`src/rtl/fetch_if.sv`:
```
// Fetch-unit bus bundle: ROM read port, execute redirect/stall controls and
// the instruction stream presented to decode.
interface fetch_if #(
  parameter int unsigned ADDR_W = 12
) ();
  logic              rom_en;
  logic [ADDR_W-1:0] rom_addr;
  logic [15:0]       rom_data;
  logic              stall;
  logic              redirect;
  logic [ADDR_W-1:0] redirect_pc;
  logic [15:0]       instr_out;
  logic              instr_valid;
  logic [ADDR_W-1:0] instr_pc;
  logic [ADDR_W-1:0] link_pc;

  modport master (
    output rom_en, rom_addr, instr_out, instr_valid, instr_pc, link_pc,
    input  rom_data, stall, redirect, redirect_pc
  );

  modport slave (
    input  rom_en, rom_addr, instr_out, instr_valid, instr_pc, link_pc,
    output rom_data, stall, redirect, redirect_pc
  );
endinterface

```
`src/rtl/fetch_unit.sv`:
```
// Instruction-fetch front end: owns the PC, reads a 1-cycle-latency ROM and
// delivers one instruction per cycle, with a 1-entry skid, stall hold and redirect flush.
module fetch_unit #(
  parameter int unsigned       ADDR_W   = 12,
  parameter logic [ADDR_W-1:0] RESET_PC = '0,
  parameter logic [15:0]       NOP_WORD = 16'h0000
) (
  input logic      clk,
  input logic      rst,
  fetch_if.master  bus
);

  typedef enum logic [1:0] {BOOT, RUN, HOLD, FLUSH} state_t;

  state_t            state, state_nxt;
  logic              flush_first;
  logic              issue;

  logic [ADDR_W-1:0] pc;
  logic              inflight;
  logic [ADDR_W-1:0] inflight_pc;

  logic              skid_valid;
  logic [15:0]       skid_word;
  logic [ADDR_W-1:0] skid_pc;

  logic [15:0]       instr_q;
  logic              valid_q;
  logic [ADDR_W-1:0] instr_pc_q;
  logic [ADDR_W-1:0] link_pc_q;

  // NOTE: every signal written here gets its default first, so no path can infer a latch.
  always_comb begin
    state_nxt = state;
    issue     = 1'b0;

    unique case (state)
      BOOT:    state_nxt = RUN;
      RUN:     if (bus.stall) state_nxt = HOLD;
      HOLD:    if (!bus.stall) state_nxt = RUN;
      FLUSH:   if (!flush_first) state_nxt = bus.stall ? HOLD : RUN;
      default: state_nxt = BOOT;
    endcase
    if (bus.redirect) state_nxt = FLUSH;

    // The redirect target is always fetched in the first flush cycle, even under
    // stall, so it can park in the skid and be presented as soon as stall drops.
    if (!bus.redirect && state != BOOT)
      issue = !bus.stall || (state == FLUSH && flush_first);
  end

  assign bus.rom_en      = issue;
  assign bus.rom_addr    = pc;
  assign bus.instr_out   = instr_q;
  assign bus.instr_valid = valid_q;
  assign bus.instr_pc    = instr_pc_q;
  assign bus.link_pc     = link_pc_q;

  // NOTE: state registers use non-blocking assignments only, so every process
  // sees the pre-edge values regardless of evaluation order.
  always_ff @(posedge clk) begin
    if (!rst) begin
      state       <= BOOT;
      flush_first <= 1'b0;
      pc          <= RESET_PC;
      inflight    <= 1'b0;
      inflight_pc <= '0;
      skid_valid  <= 1'b0;
      skid_word   <= NOP_WORD;
      skid_pc     <= '0;
      instr_q     <= NOP_WORD;
      valid_q     <= 1'b0;
      instr_pc_q  <= '0;
      link_pc_q   <= ADDR_W'(1);
    end else begin
      state       <= state_nxt;
      flush_first <= bus.redirect;
      inflight    <= issue;
      inflight_pc <= pc;

      if (bus.redirect)
        pc <= bus.redirect_pc;
      else if (issue)
        pc <= pc + ADDR_W'(1);

      // Issue stops while stalled, so at most one word can be in flight when
      // stall rises; that word lands in the skid and nothing else can arrive.
      if (bus.redirect) begin
        skid_valid <= 1'b0;
        instr_q    <= NOP_WORD;
        valid_q    <= 1'b0;
      end else if (bus.stall) begin
        if (inflight) begin
          skid_valid <= 1'b1;
          skid_word  <= bus.rom_data;
          skid_pc    <= inflight_pc;
        end
      end else if (skid_valid) begin
        skid_valid <= 1'b0;
        instr_q    <= skid_word;
        valid_q    <= 1'b1;
        instr_pc_q <= skid_pc;
        link_pc_q  <= skid_pc + ADDR_W'(1);
      end else if (inflight) begin
        instr_q    <= bus.rom_data;
        valid_q    <= 1'b1;
        instr_pc_q <= inflight_pc;
        link_pc_q  <= inflight_pc + ADDR_W'(1);
      end else begin
        instr_q <= NOP_WORD;
        valid_q <= 1'b0;
      end
    end
  end

endmodule

```
`src/flat_wrapper.sv`:
```
// flat-port wrapper written by rule: the top's interface ports become plain ports
module fetch_unit_flat 
#(
  parameter int unsigned       ADDR_W   = 12,
  parameter logic [ADDR_W-1:0] RESET_PC = '0,
  parameter logic [15:0]       NOP_WORD = 16'h0000
)
  (clk, rst, bus_rom_en, bus_rom_addr, bus_instr_out, bus_instr_valid, bus_instr_pc, bus_link_pc, bus_rom_data, bus_stall, bus_redirect, bus_redirect_pc);
  fetch_if #(.ADDR_W(ADDR_W)) bus_i ();
  input logic clk;
  input logic rst;
  output wire logic [$bits(bus_i.rom_en)-1:0] bus_rom_en;
  output wire logic [$bits(bus_i.rom_addr)-1:0] bus_rom_addr;
  output wire logic [$bits(bus_i.instr_out)-1:0] bus_instr_out;
  output wire logic [$bits(bus_i.instr_valid)-1:0] bus_instr_valid;
  output wire logic [$bits(bus_i.instr_pc)-1:0] bus_instr_pc;
  output wire logic [$bits(bus_i.link_pc)-1:0] bus_link_pc;
  input wire logic [$bits(bus_i.rom_data)-1:0] bus_rom_data;
  input wire logic [$bits(bus_i.stall)-1:0] bus_stall;
  input wire logic [$bits(bus_i.redirect)-1:0] bus_redirect;
  input wire logic [$bits(bus_i.redirect_pc)-1:0] bus_redirect_pc;
  assign bus_rom_en = bus_i.rom_en;
  assign bus_rom_addr = bus_i.rom_addr;
  assign bus_instr_out = bus_i.instr_out;
  assign bus_instr_valid = bus_i.instr_valid;
  assign bus_instr_pc = bus_i.instr_pc;
  assign bus_link_pc = bus_i.link_pc;
  assign bus_i.rom_data = bus_rom_data;
  assign bus_i.stall = bus_stall;
  assign bus_i.redirect = bus_redirect;
  assign bus_i.redirect_pc = bus_redirect_pc;
  fetch_unit #(.ADDR_W(ADDR_W), .RESET_PC(RESET_PC), .NOP_WORD(NOP_WORD)) u_core (.clk(clk), .rst(rst), .bus(bus_i));
endmodule
```
`config.mk`:
```
export PLATFORM = sky130hd
export DESIGN_NAME = fetch_unit_flat
export DESIGN_NICKNAME = d
export VERILOG_FILES = /design/src/rtl/fetch_if.sv /design/src/rtl/fetch_unit.sv /design/src/flat_wrapper.sv
export SDC_FILE = /design/constraint.sdc
export NUM_CORES = 1
export LEC_CHECK = 0
export CORE_MARGIN = 2
export CORE_UTILIZATION = 57
export CTS_BUF_LIST = sky130_fd_sc_hd__clkbuf_4
export DETAILED_ROUTE_END_ITERATION = 6
export PLACE_DENSITY = 0.9
export SLEW_MARGIN = 15
export SYNTH_ARGS = -nofsm -noshare
export SYNTH_HDL_FRONTEND = slang
export SYNTH_SLANG_ARGS = --single-unit
```
`constraint.sdc`:
```
create_clock -name clk -period 5.1 [get_ports clk]
set_input_delay 1.02 -clock clk [delete_from_list [all_inputs] [get_ports clk]]
set_output_delay 1.02 -clock clk [all_outputs]
set_load 0.03 [all_outputs]
```
==> flow_summary.json <==
{
  "status": "finished clean",
  "fin_crit_ns": 3.64,
  "maxCapViolations": 0,
  "place_hpwl_um": 7180,
  "wirelength_um": 10200,
  "antenna_left": 0,
  "dieArea_um2": 8080,
  "final_area_um2": 5180,
  "htreeDepth": 3,
  "leakage_nw": 1.68,
  "firstDrtPassIters": 5,
  "grt_pass1_vias": 3674,
  "min_path_type": "reg2reg",
  "synth_top_area_share_pct": 46.7,
  "post_dp_cell_area_um2": 5050,
  "syn_inst": 489,
  "vias_per_cell": 5.84,
  "async_flop_share_pct": 0,
  "p_per_area_nw_per_um2": 265,
  "rsz0062_at_grt": "no",
  "timing.final.crit_share_pct": 71.4,
  "yosysWarnings": 0,
  "ioPinCount": 86,
  "finalSetupViolations": 0,
  "hold_viol": 0,
  "synth.area.top_cells": "dfxtp_1 (47%), nand2_1 (7.7%), a21oi_1 (6.8%)",
  "antenna_found_initial": 0,
  "worstPathArrival_ns": 2.62,
  "crit_type": "in2out",
  "first_iter_violations": 246,
  "wl_per_cell_um": 15.5,
  "synth-seq-cells": 98,
  "yosysTopAreaCell": "dfxtp_1",
  "relSlewSlack_pct": 28.5,
  "cts_resized": 0,
  "cts_hold_buf": 0,
  "gp_congestion": 0.884,
  "synth_cell_types": 53,
  "synth_mux_area_share_pct": 2.71,
  "drc": 0,
  "grt_max_degree": 47,
  "synth-simple-area-share_pct": 23.4,
  "cts_tree": "yes",
  "synthXorXnorAreaFrac_pct": 2.08,
  "syn_area_um2": 4200,
  "placementRows": 31,
  "seq_area_frac_synth_pct": 46.7,
  "tns_ns": 0,
  "synth_top_family_by_area": "simple AND/OR/NAND/NOR gates",
  "path_clk_slew_ns": 0.13,
  "dr_total_vias": 3842,
  "max_freq_ghz": 0.275,
  "cp.required_ns": 4.08,
  "cts_setup_buffers": 0,
  "critPathMaxFanout": 15,
  "synth_adder_area_share_pct": 0.595,
  "clock-sinks": 98,
  "crit_path_end_kind": "output pin",
  "grt_overflow": 0,
  "die_h_um": 89.9,
  "start_kind": "input port",
  "synth_compound_area_share_pct": 20.2,
  "final_cell_mix": "dfxtp_1 (98), nand2_1 (86), clkdlybuf4s50_1 (85)",
  "synth_flop_cell": "dfxtp_1",
  "synth_edf_count": 0,
  "core_area_um2": 7210,
  "final_common_cell": "dfxtp_1",
  "syn_to_final_growth_pct": 23.3,
  "numCtsBuffers": 9,
  "synth_nets": 523,
  "clk_latency_ns": 0.44,
  "final-max-slew-violation-count": 0,
  "hold_ws_ns": 0.466,
  "syn_avg_cell_area_um2": 8.59,
  "antenna-diode-count": 0,
  "finalClockSkew_ns": 0.0166,
  "tightest_slew_ns": 1.07,
  "clockRootBuffer": "clkbuf_4",
  "grt_pass1_wl_um": 17000,
  "die_width_um": 89.9,
  "start_util_pct": 58.3,
  "grt_usage_pct": 25.0,
  "final_nets": 588,
  "clock_path_buffers": 2,
  "numPortBuffers": 85,
  "final_layout_size_suffix_gt1_share_pct": 6.44,
  "ir_drop_mv": 0.142
}
[kinds of logic after synthesis]
logic type,Yosys count
buffers and inverters,41
muxes,11
xor gates and xnor gates,10
AOI/OAI and AO/OA,124
DFF,98
and+or+nand+nor,203
adders and majority gates,2
[per-layer routing]
metal / global-route usage [%] / wire, um / vias up
met5: 0 / 0 / -
met4: 9.10 / 171 / 0
met3: 3.35 / 587 / 16
met2: 44.1 / 5080 / 148
met1: 31.4 / 4380 / 1830
li1: - / - / 1848
[registers in the layout, indices dropped and copies added (netlist names)]
register	cells
u_core.bus.instr_out	16
u_core.skid_word	16
u_core.bus.instr_pc	12
u_core.bus.link_pc	12
u_core.bus.rom_addr	12
u_core.inflight_pc	12
u_core.skid_pc	12
u_core.state	2
u_core.bus.instr_valid	1
u_core.flush_first	1
u_core.inflight	1
u_core.skid_valid	1
[layout make-up]
class	count	area, um2
Sequential cell	98	1960
Inverter	5	18.8
Fill cell	575	2030
Tap cell	99	124
Clock inverter	6	57.6
Clock buffer	10	75.1
Multi-Input combinational cell	350	2060
Timing Repair Buffer	90	888
[power by group]
part	switching [mW]	internal, mW	leakage [nW]
Clock	0.244	0.151	0.0675
Sequential	0.0233	0.787	0.797
Combinational	0.0945	0.0733	0.813
[per-stage QoR]
stage | setup slack [ns] | power, mW | instances | utilization [%]
6_report | 1.46 | 1.37 | 658 | 71.8
5_1_grt | 1.41 | 1.43 | 658 | 71.8
4_1_cts | 1.46 | 1.38 | 658 | 71.8
3_5_place_dp | 1.35 | 0.993 | 642 | 70.0
3_3_place_gp | 1.48 | 0.989 | 642 | 70.0
2_1_floorplan | 2.16 | 0.920 | 489 | -
[worst max-delay path, stage by stage]
cell             delay [ns]
clkdlybuf4s50_1        0.42
o21bai_4               0.28
a21oi_1                0.20
clkdlybuf4s50_1        0.70
[path summary, 6_finish.rpt]
check                           slack [ns]                         startpoint  depth (start not counted)                                 end
worst max-delay path                  1.46                          bus_stall                          4                          bus_rom_en
worst min-delay path                  0.47  u_core.inflight_pc[11]$_SDFF_PN0_                          2     u_core.skid_pc[11]$_SDFFE_PN0P_
worst max register to register        2.64     u_core.skid_valid$_SDFFE_PP0P_                          6  u_core.bus.link_pc[3]$_SDFFE_PN0P_
worst min register to register        0.47  u_core.inflight_pc[11]$_SDFF_PN0_                          2     u_core.skid_pc[11]$_SDFFE_PN0P_
[synth_stat cells, types with 4 or more instances]
cell type and n:
dfxtp_1 98, nand2_1 86, a21oi_1 57, nor2_1 30
nor3_1 18, clkbuf_1 16, buf_2 15, o21ai_0 15
nor2b_1 14, nand3_1 13, a221oi_1 12, and2_1 10
xnor2_1 9, a211oi_1 8, mux2i_1 8, nand4_1 6
inv_1 5, nand3b_1 5, a211oi_2 4, a31oi_1 4
and3_1 4
No activity file was read; power rests on OpenSTA's default activity.
